===== config.mk =====
export PLATFORM = sky130hd
export DESIGN_NAME = counter_stim_gen
export DESIGN_NICKNAME = d
export VERILOG_FILES = /design/src/rtl/counter_stim_gen_pkg.sv /design/src/rtl/lfsr8.sv /design/src/rtl/counter_stim_gen.sv
export SDC_FILE = /design/constraint.sdc
export NUM_CORES = 1
export LEC_CHECK = 0
export BUFFER_PORTS_ARGS = -buffer_cell sky130_fd_sc_hd__buf_4
export CAP_MARGIN = 20
export CORE_MARGIN = 3
export CORE_UTILIZATION = 57
export DETAILED_ROUTE_END_ITERATION = 6
export PLACE_DENSITY = 0.77
export REMOVE_ABC_BUFFERS = 1
export SLEW_MARGIN = 20
export SYNTH_ARGS = -nofsm -noshare
export SYNTH_HDL_FRONTEND = slang
export SYNTH_SLANG_ARGS = --single-unit

===== constraint.sdc =====
create_clock -name clk -period 3.1 [get_ports clk]
set_clock_uncertainty 0.05 [all_clocks]
set_input_delay 0.155 -clock clk [delete_from_list [all_inputs] [get_ports clk]]
set_output_delay 0.155 -clock clk [all_outputs]
set_load 0.02 [all_outputs]

===== src/rtl/counter_stim_gen_pkg.sv =====
// Shared definitions for the counter stimulus generator: counter mode codes,
// the run state encoding (which doubles as the phase code), and state helpers.
package counter_stim_gen_pkg;

    // Counter mode codes driven on modo
    localparam logic [1:0] MODE_UP   = 2'b00;
    localparam logic [1:0] MODE_DN   = 2'b01;
    localparam logic [1:0] MODE_DN3  = 2'b10;
    localparam logic [1:0] MODE_LOAD = 2'b11;

    // Run states; the low three bits are the phase code seen outside.
    // DONE shares phase code 7 with HOLD and is told apart by the done pulse.
    typedef enum logic [3:0] {
        ST_IDLE = 4'd0,
        ST_RST  = 4'd1,
        ST_LOAD = 4'd2,
        ST_UP   = 4'd3,
        ST_DN   = 4'd4,
        ST_DN3  = 4'd5,
        ST_RAND = 4'd6,
        ST_HOLD = 4'd7,
        ST_DONE = 4'd8
    } state_e;

    // Fixed order of the directed run
    function automatic state_e state_succ(input state_e s);
        case (s)
            ST_RST:  return ST_LOAD;
            ST_LOAD: return ST_UP;
            ST_UP:   return ST_DN;
            ST_DN:   return ST_DN3;
            ST_DN3:  return ST_RAND;
            ST_RAND: return ST_HOLD;
            ST_HOLD: return ST_DONE;
            default: return ST_IDLE;
        endcase
    endfunction

    // Phase code published on the phase output
    function automatic logic [2:0] phase_of(input state_e s);
        logic [3:0] code;
        code = s;
        return (s == ST_DONE) ? 3'd7 : code[2:0];
    endfunction

endpackage


===== src/rtl/lfsr8.sv =====
// 8-bit Fibonacci LFSR, polynomial x^8+x^6+x^5+x^4+1, shifting left with the
// feedback bit entering bit 0. Reset and load both restore the seed.
module lfsr8 (
    input  logic       clk,
    input  logic       reset,
    input  logic       load,
    input  logic [7:0] seed,
    input  logic       shift,
    output logic [7:0] q
);

    logic feedback;

    // Feedback taps for bits 8,6,5,4 of the polynomial
    always_comb feedback = q[7] ^ q[5] ^ q[4] ^ q[3];

    // Seed on reset or load, otherwise advance only when asked
    always_ff @(posedge clk) begin
        if (reset || load) begin
            q <= seed;
        end else if (shift) begin
            q <= {q[6:0], feedback};
        end
    end

endmodule


===== src/rtl/counter_stim_gen.sv =====
// Directed stimulus generator for the 4-bit up/down/load counter. Walks
// reset, load, up, down, down-by-3, pseudo-random and hold phases, then
// pulses done. Every output is a register so the counter and scoreboard see
// clean, edge-aligned stimulus.
//   RESET_LEN : 1..15 cycles of rst_o
//   PHASE_LEN : 1..255 cycles per UP/DN/DN3/RAND phase
//   LFSR_SEED : nonzero
module counter_stim_gen
    import counter_stim_gen_pkg::*;
#(
    parameter int         RESET_LEN = 2,
    parameter logic [3:0] LOAD_VAL  = 4'hA,
    parameter int         PHASE_LEN = 20,
    parameter logic [7:0] LFSR_SEED = 8'hA5
) (
    input  logic       clk,
    input  logic       reset,
    input  logic       start,
    input  logic       stop,
    output logic [3:0] D,
    output logic [1:0] modo,
    output logic       enable,
    output logic       rst_o,
    output logic [2:0] phase,
    output logic       busy,
    output logic       done
);

    state_e     state, next_state;
    logic [7:0] cnt, next_cnt;

    logic [3:0] d_nxt;
    logic [1:0] modo_nxt;
    logic       enable_nxt, rst_nxt, done_nxt;

    logic [7:0] lfsr_q;
    logic       lfsr_load, lfsr_shift;

    // Phase counter reload value (length - 1) for a state being entered
    function automatic logic [7:0] len_m1(input state_e s);
        case (s)
            ST_RST:                        return 8'(RESET_LEN - 1);
            ST_UP, ST_DN, ST_DN3, ST_RAND: return 8'(PHASE_LEN - 1);
            ST_HOLD:                       return 8'd1;
            default:                       return 8'd0;
        endcase
    endfunction

    // The LFSR restarts from the seed throughout RST and steps once for each
    // RAND cycle, in step with the registered RAND outputs that sample it.
    always_comb begin
        lfsr_load  = (state == ST_RST);
        lfsr_shift = (next_state == ST_RAND);
    end

    lfsr8 u_lfsr (
        .clk   (clk),
        .reset (reset),
        .load  (lfsr_load),
        .seed  (LFSR_SEED),
        .shift (lfsr_shift),
        .q     (lfsr_q)
    );

    // Next state and phase counter: hold until the counter reaches zero, then
    // advance and reload; stop aborts any active run straight to IDLE.
    // NOTE: combinational blocks assign every output a default first and use
    // blocking '='; that keeps them latch-free. Registers use '<=' only.
    always_comb begin
        next_state = state;
        next_cnt   = cnt;
        if (state == ST_IDLE) begin
            if (start && !stop) begin
                next_state = ST_RST;
                next_cnt   = len_m1(ST_RST);
            end
        end else if (stop) begin
            next_state = ST_IDLE;
            next_cnt   = 8'd0;
        end else if (cnt == 8'd0) begin
            next_state = state_succ(state);
            next_cnt   = len_m1(state_succ(state));
        end else begin
            next_cnt = cnt - 8'd1;
        end
    end

    // Output values for the state about to be entered, so they register
    // together with the state itself
    always_comb begin
        d_nxt      = 4'd0;
        modo_nxt   = MODE_UP;
        enable_nxt = 1'b0;
        rst_nxt    = 1'b0;
        done_nxt   = 1'b0;
        case (next_state)
            ST_RST: begin
                enable_nxt = 1'b1;
                rst_nxt    = 1'b1;
            end
            ST_LOAD: begin
                enable_nxt = 1'b1;
                modo_nxt   = MODE_LOAD;
                d_nxt      = LOAD_VAL;
            end
            ST_UP: begin
                enable_nxt = 1'b1;
                modo_nxt   = MODE_UP;
            end
            ST_DN: begin
                enable_nxt = 1'b1;
                modo_nxt   = MODE_DN;
            end
            ST_DN3: begin
                enable_nxt = 1'b1;
                modo_nxt   = MODE_DN3;
            end
            ST_RAND: begin
                modo_nxt   = lfsr_q[1:0];
                d_nxt      = lfsr_q[5:2];
                enable_nxt = ~(lfsr_q[7] & lfsr_q[6]);
            end
            ST_DONE: done_nxt = 1'b1;
            default: ;
        endcase
    end

    // State, counter and all outputs registered; reset overrides start/stop
    always_ff @(posedge clk) begin
        if (reset) begin
            state  <= ST_IDLE;
            cnt    <= 8'd0;
            D      <= 4'd0;
            modo   <= MODE_UP;
            enable <= 1'b0;
            rst_o  <= 1'b0;
            phase  <= 3'd0;
            busy   <= 1'b0;
            done   <= 1'b0;
        end else begin
            state  <= next_state;
            cnt    <= next_cnt;
            D      <= d_nxt;
            modo   <= modo_nxt;
            enable <= enable_nxt;
            rst_o  <= rst_nxt;
            phase  <= phase_of(next_state);
            busy   <= (next_state != ST_IDLE);
            done   <= done_nxt;
        end
    end

endmodule


# After elaboration in Yosys (flattened, before gate mapping)
# Index checks and enable logic that the tools add are counted.
dict set report word_totals {
  ff_bits 33
  output_inout_bits 13
}
dict set report op_classes {
  addsub 1
  n_eq_ne 21
  n_mux 19
  bitwise 5
  n_reduce_logical 9
}
# cell n
set op_table {}
lappend op_table {{4-bit by 3-bit == test with 1-bit output, second input constant} 11}
lappend op_table {{8-bit 2-to-1 mux} 4}
lappend op_table {{4-bit 2-to-1 mux} 7}
lappend op_table {{4-bit case mux with 7 select lines} 1}
lappend op_table {{4-bit by 2-bit == test with 1-bit output, second input constant} 5}
lappend op_table {{4-bit by 1-bit == test with 1-bit output, second input constant} 3}
lappend op_table {{5-bit case mux with 2 select lines} 1}
lappend op_table {{8-bit logical NOT} 1}
lappend op_table {{2-bit case mux with 4 select lines} 1}
lappend op_table {{4-bit case mux with 2 select lines} 1}
lappend op_table {{8-bit by 1-bit subtractor with 8-bit output, second input constant} 1}
lappend op_table {{5-bit OR reduction} 1}
lappend op_table {{4-bit == test, second input constant} 1}
lappend op_table {{4-bit logical NOT} 1}
lappend op_table {{4-bit nonzero test} 1}
lappend op_table {{4-bit OR reduction} 1}
lappend op_table {{3-bit 2-to-1 mux} 1}
lappend op_table {{1-bit XOR} 3}
lappend op_table {{1-bit 2-to-1 mux} 2}
lappend op_table {{2-bit by 1-bit inequality test with 1-bit output, second input constant} 1}
lappend op_table {{1-bit case mux with 2 select lines} 1}
lappend op_table {{2-bit OR reduction} 1}
lappend op_table {{1-bit AND} 1}
lappend op_table {{1-bit logical AND} 1}
lappend op_table {{other kinds (3)} 3}

# Logic depth before layout (Yosys ltp)
# Gate-level depths: netlist of run 1.
dict set report logic_depth {
  word_depth 11
  depth_mapped 8
  depth_no_buf 7
}

# By module
# A second synthesis of run 1 with hierarchy kept.
dict set report hier_totals {
  cells_unflattened 173
  area_unflattened_um2 1629.1
}
# mod n_inst cells_per_inst area_per_inst_um2 seq_area_each_um2
set by_module_without_submodules {}
lappend by_module_without_submodules {counter_stim_gen 1 151 1257.5 500.5}
lappend by_module_without_submodules {lfsr8 1 22 371.6 240.2}

# Least setup slack after synthesis of run 1
# OpenSTA, ideal clock, no wires.
dict set report synth_timing {
  kind {reg2reg}
  start {register cnt[0]}
  end {register u_lfsr.q[1]}
  setup_ns 0.072
  arrival_time_ns 2.369
  setup_slack_ns 0.609
  stages_incl_launch_ff 8
  n_path_buf 0
  synth_period_minus_slack_ns 2.491
  path_cell_list {dfxtp_1 -> inv_1 -> ha_1 -> or3b_2 -> or4_4 -> a211o_4 -> nor3_4 -> mux2i_1}
}
dict set report synth_between {
  elab_chain_cells 5
}
# element line
set synth_lines {}
lappend synth_lines {{from (decl)} counter_stim_gen.sv:30} ;# logic [7:0] cnt, next_cnt;
lappend synth_lines {{from (signal assigned)} counter_stim_gen.sv:142} ;# cnt <= next_cnt;
lappend synth_lines {{8-bit logical NOT} counter_stim_gen.sv:80} ;# end else if (cnt == 8'd0) begin
lappend synth_lines {{4-bit 2-to-1 mux} counter_stim_gen.sv:80}
lappend synth_lines {{4-bit 2-to-1 mux} counter_stim_gen.sv:77} ;# end else if (stop) begin
lappend synth_lines {{4-bit 2-to-1 mux} counter_stim_gen.sv:72} ;# if (state == ST_IDLE) begin
lappend synth_lines {{4-bit by 3-bit == test with 1-bit output} counter_stim_gen.sv:53} ;# lfsr_shift = (next_state == ST_RAND);
lappend synth_lines {{to (signal assigned)} lfsr8.sv:22} ;# q <= {q[6:0], feedback};
lappend synth_lines {{to (decl)} lfsr8.sv:9} ;# output logic [7:0] q
# Every way passes these cells.
# A chain may end at the register's enable or synchronous reset.

# Worst setup path after layout of run 1
# Ends and elaborated chain as after synthesis.

==> qor.txt, run 1 <==
Drt via density: 6.42
Number of synthesized flops with an enable pin: 0
Dpl cell area: 1760 µm²
Synth Flop Type: dfxtp_1
Slowest CP cell: or3b_2
Worst ir drop on vdd: 0.428 mV
Final hold vios: 0
DP HPWL: 2690 µm
RSZ-0062 raised after global routing: false
Total power draw: 822 µW
FF-to-FF path depth: 7
Yosys cell types: 49
Final setup viols: 0
Sequential area share after synthesis: 0.413
CTS sink cnt: 33
Largest net degree at the start of global routing: 23
Highest Clock Rate: 366 MHz
Fin util: 0.708
DR WL met3: 262 µm
Power Dens Cells: 452 nW/µm²
Req. time, crit path: 3.31 ns
Synth Cell Area: 1600 µm²
Die ar.: 3470 µm²
Total CTS buffers: 5
Total Routing Usage GR: 0.255
Overflow after GRT: 0
Post-route cell area: 1820 µm²
Final ANT Viol Nets: 0
Vias in the first global route: 1,488
Die width: 58.9 µm
Most frequent cells in the layout: dfxtp_1, buf_4, nand2_1, a21oi_1, o21ai_0
Critical Path End Type: register
Area added between synthesis and finish: 13.8%
WHS: 0.106 ns
Fillers: 218
WL met2: 1790 µm
Most common cell after layout, fill and taps aside: dfxtp_1
Worst path cell trace: inv_1, ha_1, or3b_2, or4_4, a211o_4, nor3_4, mux2i_1
Final net count: 209
Global-route wire length before repair: 6750 µm
Crit Path Class: register to register
Period utilization: 0.881
Starting Density: 0.622
Vias: 1,509
Routed WL: 3810 µm
Area occupied by multi-input gates: 873 µm²
Final WS setup: 0.369 ns
Hold depth: 2
Crit path depth: 7
Port Buffer Count: 16
Initial antenna violation count: 0
CTS tree: built
Wl on met1: 1680 µm
Startpoint types: register
Max_cap viols: 0
I/O Pins: 17
Crit path time final: 2.73 ns
Post-CTS setup buffer count: 0
YS warnings: 0
Worst Max-Slew Pin Slew: 0.769 ns
# hold bufs at CTS: 0
Worst Path Arrival: 2.94 ns
Top Family by Delay on Critical Path: simple AND/OR/NAND/NOR gates
CTS H-Tree Depth: 2
Hold WC Path Type: primary input to register
Core Area: 2570 µm²
Antenna diode count: 0
Mapped Cells: 185
CP bufs+invs: 1
Max Slew Vio Count: 0
Placed cell count: 227
Status: finished clean
Total negative slack: 0 ns
CP Max Fanout: 7
Root Driver: clkbuf_4
Register area: 661 µm²
Async S/R FF share, synth: 0
Die Height: 58.9 µm
Leakage power figure: 0.699 nW
Drt pass-1 iters: 4
# rows: 18
Post-synthesis area per instance: 8.64 µm²
Clock transition at path regs: 0.11 ns
Layout Cells excl Fill: 235
Final GP Congestion: 0.869
Worst slew margin: 0.487
Dpl ws: 0.405 ns
Synthesized flop and latch total: 33
Top layer reached by signal wires: met4
Share of layout cells above drive strength 1: 0.200
WL/cell: 16.2 µm
Clk buf depth: 2
CP peak stage delay: 0.51 ns
Residual DRC: 0
DR iter-0 viols: 71
Clk_lat worst skew: 0.33 ns
Post-CTS sizing: 0
-- path summary, 6_finish.rpt --
path,startpoint,to,slack (ns)
worst min register to register,u_lfsr.q[1],u_lfsr.q[1],0.42
worst max-delay path,cnt[0],u_lfsr.q[1],0.37
worst max register to register,cnt[0],u_lfsr.q[1],0.37
worst min-delay path,reset,cnt[4],0.11
-- sequential cells by signal, summed over array words and instances (netlist names) --
register  cells
modo          2
state         4
rst_o         1
cnt           8
u_lfsr.q      8
D             4
busy          1
phase         3
enable        1
done          1
-- area by class of cell --
class | instances | area share
timing repair buffer | 22 | 0.0908
clock inverter | 3 | 0.00964
clock buffer | 5 | 0.0206
tap | 30 | 0.0206
inverter | 7 | 0.0145
multi-input combinational | 135 | 0.480
sequential | 33 | 0.363
-- where the power goes --
group          internal (mW)  total [mW]  switching [mW]
Combinational         0.0535       0.143          0.0893
Clock                 0.0854       0.233           0.147
Sequential             0.435       0.446          0.0109
Total                  0.574       0.822           0.248
-- synth_stat cells, types with 2 or more instances --
library cell,count,share of area
nor3_1,6,0.019
nand4_1,2,0.0078
dfxtp_1,33,0.41
nand2_1,19,0.045
a211oi_1,2,0.0094
o211ai_1,5,0.023
clkbuf_1,9,0.021
a311oi_1,3,0.016
a31oi_1,8,0.031
xnor2_1,2,0.011
or2_2,2,0.0078
nor2_1,9,0.021
inv_1,7,0.016
a21boi_0,2,0.0094
nand3_1,5,0.016
nor2b_1,3,0.012
nand2b_1,4,0.016
o21ai_0,10,0.031
o31ai_1,2,0.0094
or4_4,2,0.014
a21oi_1,13,0.041
mux2i_1,4,0.025
nor4b_1,2,0.011
nor4_1,6,0.023
-- per-layer routing --
layer / GRT usage / vias up
met3: 0.0724 / 12
met1: 0.331 / 707
met5: 0 / -
li1: - / 733
met4: 0.104 / 0
met2: 0.397 / 57
-- logic make-up after synthesis --
| family | share of synthesized area |
|---|---|
| buf+inv | 0.0399 |
| flops | 0.413 |
| xor+xnor | 0.0164 |
| mux | 0.0251 |
| compound gates | 0.262 |
| simple gates | 0.236 |
| fa+ha+maj | 0.00783 |
-- worst register-to-register path, stage by stage, from the launching register on --
cell and delay (ns):
dfxtp_1 0.36, inv_1 0.09, ha_1 0.22, or3b_2 0.51, or4_4 0.45, a211o_4 0.40, nor3_4 0.35, mux2i_1 0.23
No activity file was read; power rests on OpenSTA's default activity.
==> inputs of run 2 (changes only) <==
- SETUP_SLACK_MARGIN: not set -> 0.1
- clock period: 3.1 -> 2.6 ns (I/O delays scaled with it)
==> qor.txt, run 2 (synthesized netlist as in run 1, its figures left out) <==
R2R Path End: u_lfsr.q[4] (was u_lfsr.q[1])
Worst Hold End: cnt[4] (unchanged)
Clk_lat worst skew: 0.34 ns (was 0.33 ns)
CTS H-Tree Depth: 2 (unchanged)
CP peak stage delay: 0.50 ns (was 0.51 ns)
CTS sink cnt: 33 (unchanged)
Total negative slack: 0 ns (unchanged)
Crit Path Class: register to register (unchanged)
Post-route cell area: 1950 µm² (was 1820 µm²)
DR iter-0 viols: 118 (was 71)
Dpl cell area: 1810 µm² (was 1760 µm²)
Max Slew Vio Count: 0 (unchanged)
Worst Path Arrival: 2.74 ns (was 2.94 ns)
Most common cell after layout, fill and taps aside: buf_4 (was dfxtp_1)
Drt pass-1 iters: 4 (unchanged)
Die width: 58.9 µm (unchanged)
Core Area: 2570 µm² (unchanged)
RSZ-0062 raised after global routing: true (was false)
Area added between synthesis and finish: 21.9% (was 13.8%)
Critical Path End Type: register (unchanged)
Power Dens Cells: 515 nW/µm² (was 452 nW/µm²)
Vias in the first global route: 1,432 (was 1,488)
Leakage power figure: 0.769 nW (was 0.699 nW)
CP Max Fanout: 7 (unchanged)
Final GP Congestion: 0.873 (was 0.869)
Share of layout cells above drive strength 1: 0.290 (was 0.200)
Die ar.: 3470 µm² (unchanged)
Total power draw: 1.00 mW (was 822 µW)
Total Routing Usage GR: 0.243 (was 0.255)
Final ANT Viol Nets: 0 (unchanged)
Port Buffer Count: 16 (unchanged)
Register area: 668 µm² (was 661 µm²)
Hold WC Path Type: primary input to register (unchanged)
I/O Pins: 17 (unchanged)
Fin util: 0.759 (was 0.708)
Worst ir drop on vdd: 0.506 mV (was 0.428 mV)
CTS tree: built (unchanged)
WL/cell: 16.3 µm (was 16.2 µm)
Largest registers: cnt: 8 flops, u_lfsr.q: 8 flops (unchanged)
Routed WL: 4020 µm (was 3810 µm)
Overflow after GRT: 0 (unchanged)
Final hold vios: 0 (unchanged)
Worst slew margin: 0.431 (was 0.487)
Req. time, crit path: 2.81 ns (was 3.31 ns)
Final WS setup: 0.0621 ns (was 0.369 ns)
Top Family by Delay on Critical Path: simple AND/OR/NAND/NOR gates (unchanged)
Residual DRC: 0 (unchanged)
Starting Density: 0.622 (unchanged)
Area occupied by multi-input gates: 898 µm² (was 873 µm²)
Final setup viols: 0 (unchanged)
Period utilization: 0.976 (was 0.881)
CP bufs+invs: 2 (was 1)
Dpl ws: -0.0510 ns (was 0.405 ns)
DP HPWL: 2710 µm (was 2690 µm)
Reg-to-reg startpoint: cnt[1] (was cnt[0])
Initial antenna violation count: 0 (unchanged)
Die Height: 58.9 µm (unchanged)
Worst Max-Slew Pin Slew: 0.848 ns (was 0.769 ns)
Total CTS buffers: 5 (unchanged)
# rows: 18 (unchanged)
Clk buf depth: 2 (unchanged)
Worst path cell trace: inv_2, ha_4, or3b_4, or4_4, a211o_4, nor3_4, buf_6, mux2i_2 (was inv_1, ha_1, or3b_2, or4_4, a211o_4, nor3_4, mux2i_1)
FF-to-FF path depth: 8 (was 7)
Hold depth: 2 (unchanged)
Status: finished clean (unchanged)
Final net count: 221 (was 209)
Largest net degree at the start of global routing: 23 (unchanged)
Most frequent cells in the layout: buf_4, dfxtp_1, nand2_1, a21oi_1, o21ai_0 (was dfxtp_1, buf_4, nand2_1, a21oi_1, o21ai_0)
Startpoint types: register (unchanged)
Crit path time final: 2.54 ns (was 2.73 ns)
Slowest CP cell: or4_4 (was or3b_2)
Drt via density: 6.43 (was 6.42)
Antenna diode count: 0 (unchanged)
Fillers: 196 (was 218)
Root Driver: clkbuf_4 (unchanged)
Global-route wire length before repair: 6470 µm (was 6750 µm)
Hold_sp: reset (unchanged)
Clock transition at path regs: 0.11 ns (about the same)
Max_cap viols: 0 (unchanged)
FF-to-FF setup slack: 0.06 ns (was 0.37 ns)
Highest Clock Rate: 394 MHz (was 366 MHz)
Vias: 1,589 (was 1,509)
==> run 2: final cells by class <==
type                    instances  share of cell area
flip-flops and latches         33               0.343
repair buffers                 34               0.135
clock buffers                   5              0.0193
multi-input cells             135               0.461
well taps                      30              0.0193
clock inverters                 3             0.00899
inverters                       7              0.0135
==> run 2: per-stage QoR <==
stage               hold WS [ns]  cells
global placement           0.396    233
CTS                       0.0592    243
detailed placement         0.401    233
finish                    0.0710    247
global route              0.0832    247
floorplan                  0.149    175
==> run 2: metal layers <==
| layer | part of all wire | GRT usage |
|---|---|---|
| met1 | 0.43 | 0.337 |
| met2 | 0.46 | 0.352 |
| met3 | 0.088 | 0.0614 |
| met4 | 0.024 | 0.110 |
| met5 | 0 | 0 |
==> run 2: worst reg2reg max path, stage by stage (launching register included) <==
cell,delay [ns]
dfxtp_2,0.34
inv_2,0.07
ha_4,0.14
or3b_4,0.37
or4_4,0.50
a211o_4,0.40
nor3_4,0.24
buf_6,0.14
mux2i_2,0.21
==> run 2: how the worst max path moves through the flow <==
| stage | start | endpoint | cells after the start | slack [ns] |
|---|---|---|---|---|
| 2_1_floorplan | cnt[0] | u_lfsr.q[1] | 7 | 0.11 |
| 3_3_place_gp | cnt[0] | u_lfsr.q[6] | 7 | 0.11 |
| 3_5_place_dp | cnt[1] | u_lfsr.q[4] | 7 | -0.05 |
| 4_1_cts | cnt[1] | u_lfsr.q[4] | 8 | 0.11 |
| 5_1_grt | cnt[1] | u_lfsr.q[4] | 8 | 0.001 |
| 6_report | cnt[1] | u_lfsr.q[4] | 8 | 0.06 |
==> run 2: power breakdown <==
group / internal (mW) / total [mW] / switching (mW)
sequential: 0.519 / 0.528 / 0.00896
clock: 0.102 / 0.280 / 0.178
combinational: 0.0794 / 0.195 / 0.116
total: 0.700 / 1.00 / 0.303
==> run 2: what timing repair did <==
action | 4_1_cts | 5_1_grt
hold buffers | 0 | 0
endpoints found under the setup margin | 5 | 16
pin swaps | 2 | 5
gates resized for setup | 1 | 14
setup buffers | 2 | 4
==> inputs of run 3 (changes only) <==
- CORE_UTILIZATION: 57 -> 51
- HOLD_SLACK_MARGIN: not set -> 0.12
- PLACE_DENSITY: 0.77 -> 0.72
- clock period: 2.6 -> 2.3 ns (I/O delays scaled with it)
==> qor.txt, run 3 (synthesized netlist as in run 1, its figures left out) <==
Largest net degree at the start of global routing: 23 (unchanged)
Status: finished, violations left (was finished clean)
CP peak stage delay: 0.50 ns (about the same)
Final setup viols: 13 (was 0)
FF-to-FF setup slack: -0.14 ns (was 0.06 ns)
Most common cell after layout, fill and taps aside: buf_4 (unchanged)
I/O Pins: 17 (unchanged)
Crit path time final: 2.44 ns (was 2.54 ns)
Leakage power figure: 0.872 nW (was 0.769 nW)
Routed WL: 4220 µm (was 4020 µm)
Overflow after GRT: 0 (unchanged)
Final hold vios: 0 (unchanged)
WHS: 0.171 ns (was 0.0710 ns)
Startpoint types: register (unchanged)
Dpl ws: -0.229 ns (was -0.0510 ns)
Req. time, crit path: 2.52 ns (was 2.81 ns)
Clk buf depth: 2 (unchanged)
Drt pass-1 iters: 4 (unchanged)
Core Area: 2880 µm² (was 2570 µm²)
Failing checks: setup timing
Max_cap viols: 0 (unchanged)
Die ar.: 3840 µm² (was 3470 µm²)
Final WS setup: -0.140 ns (was 0.0621 ns)
Total Routing Usage GR: 0.237 (was 0.243)
Most frequent cells in the layout: buf_4, dfxtp_1, nand2_1, a21oi_1, nor2_1 (was buf_4, dfxtp_1, nand2_1, a21oi_1, o21ai_0)
Total CTS buffers: 5 (unchanged)
Share of layout cells above drive strength 1: 0.364 (was 0.290)
R2R Path End: u_lfsr.q[3] (was u_lfsr.q[4])
Max Slew Vio Count: 0 (unchanged)
Die Height: 62.0 µm (was 58.9 µm)
Total power draw: 1.18 mW (was 1.00 mW)
Reg-to-reg startpoint: cnt[0] (was cnt[1])
Hold depth: 4 (was 2)
RSZ-0062 raised after global routing: true (unchanged)
Final GP Congestion: 0.891 (was 0.873)
CTS H-Tree Depth: 2 (unchanged)
Clk_lat worst skew: 0.34 ns (about the same)
Worst Path Arrival: 2.66 ns (was 2.74 ns)
# rows: 19 (was 18)
Top Family by Delay on Critical Path: simple AND/OR/NAND/NOR gates (unchanged)
Period utilization: 1.06 (was 0.976)
CTS tree: built (unchanged)
FF-to-FF path depth: 7 (was 8)
Worst path cell trace: inv_2, ha_4, or3b_4, or4_4, a211o_4, nor3_4, mux2i_1 (was inv_2, ha_4, or3b_4, or4_4, a211o_4, nor3_4, buf_6, mux2i_2)
WL/cell: 15.2 µm (was 16.3 µm)
Slowest CP cell: or4_4 (unchanged)
Final ANT Viol Nets: 0 (unchanged)
Worst Hold End: modo[0] (was cnt[4])
Drt via density: 5.87 (was 6.43)
Die width: 62.0 µm (was 58.9 µm)
DP HPWL: 3000 µm (was 2710 µm)
Initial antenna violation count: 0 (unchanged)
CP bufs+invs: 1 (was 2)
Hold WC Path Type: primary input to register (unchanged)
Hold_sp: stop (was reset)
Crit Path Class: register to register (unchanged)
Antenna diode count: 0 (unchanged)
Clock transition at path regs: 0.10 ns (was 0.11 ns)
Port Buffer Count: 16 (unchanged)
Worst slew margin: 0.640 (was 0.431)
Worst Max-Slew Pin Slew: 0.537 ns (was 0.848 ns)
Power Dens Cells: 538 nW/µm² (was 515 nW/µm²)
Root Driver: clkbuf_4 (unchanged)
Starting Density: 0.555 (was 0.622)
Worst ir drop on vdd: 0.381 mV (was 0.506 mV)
Largest registers: cnt: 8 flops, u_lfsr.q: 8 flops (unchanged)
Final net count: 240 (was 221)
Highest Clock Rate: 410 MHz (was 394 MHz)
Vias in the first global route: 1,518 (was 1,432)
Residual DRC: 0 (unchanged)
DR iter-0 viols: 89 (was 118)
CP Max Fanout: 5 (was 7)
Total negative slack: -0.989 ns (was 0 ns)
Fillers: 210 (was 196)
Vias: 1,632 (was 1,589)
Critical Path End Type: register (unchanged)
CTS sink cnt: 33 (unchanged)
Area added between synthesis and finish: 37.2% (was 21.9%)
Global-route wire length before repair: 6690 µm (was 6470 µm)
[run 3: stage by stage]
stage / instances / utilization / area (µm²)
CTS: 274 / 0.736 / 2120
floorplan: 175 / - / 1560
detailed placement: 260 / 0.673 / 1940
global route: 278 / 0.762 / 2190
finish: 278 / 0.762 / 2190
global placement: 260 / 0.673 / 1940
[run 3: report_power, final]
| part | internal (mW) | switching [mW] | total, mW | leakage, nW |
|---|---|---|---|---|
| combinational | 0.120 | 0.149 | 0.269 | 0.572 |
| clock | 0.116 | 0.199 | 0.316 | 0.0320 |
| sequential | 0.587 | 0.00861 | 0.596 | 0.268 |
| total | 0.823 | 0.357 | 1.18 | 0.872 |
[run 3: worst max-delay path by stage]
stage | from | end | slack [ns] | cells after the start
global route | cnt[0] | u_lfsr.q[0] | -0.22 | 8
finish | cnt[0] | u_lfsr.q[3] | -0.14 | 7
global placement | cnt[0] | u_lfsr.q[1] | -0.13 | 7
floorplan | cnt[0] | u_lfsr.q[1] | -0.19 | 7
detailed placement | cnt[0] | u_lfsr.q[3] | -0.23 | 7
CTS | cnt[1] | u_lfsr.q[3] | -0.15 | 7
[run 3: area by class of cell]
class / count / area [µm²] / area share
Sequential cell: 33 / 663 / 0.303
Multi-Input combinational cell: 135 / 983 / 0.449
Timing Repair Buffer: 53 / 415 / 0.189
Clock buffer: 6 / 41.3 / 0.0188
Inverter: 7 / 26.3 / 0.0120
Tap cell: 42 / 52.6 / 0.0240
Clock inverter: 2 / 10.0 / 0.00457
[run 3: per-layer routing]
metal | vias up | wire, µm | track usage
li1 | 796 | - | -
met2 | 54 | 2140 | 0.389
met1 | 770 | 1770 | 0.280
met5 | - | 0 | 0
met3 | 12 | 225 | 0.0599
met4 | 0 | 89 | 0.130
[run 3: worst register-to-register path, stage by stage (launching register included)]
cell and delay, ns:
dfxtp_2 0.33, inv_2 0.07, ha_4 0.13, or3b_4 0.37
or4_4 0.50, a211o_4 0.37, nor3_4 0.32, mux2i_1 0.23
[run 3: timing repair]
item                                   4_1_cts  5_1_grt
gates resized for setup                     21       12
endpoints found under the hold margin       17        0
setup endpoints to repair                   24       23
hold buffers                                 1        0
pin swaps                                   13        7
setup buffers                                6        5
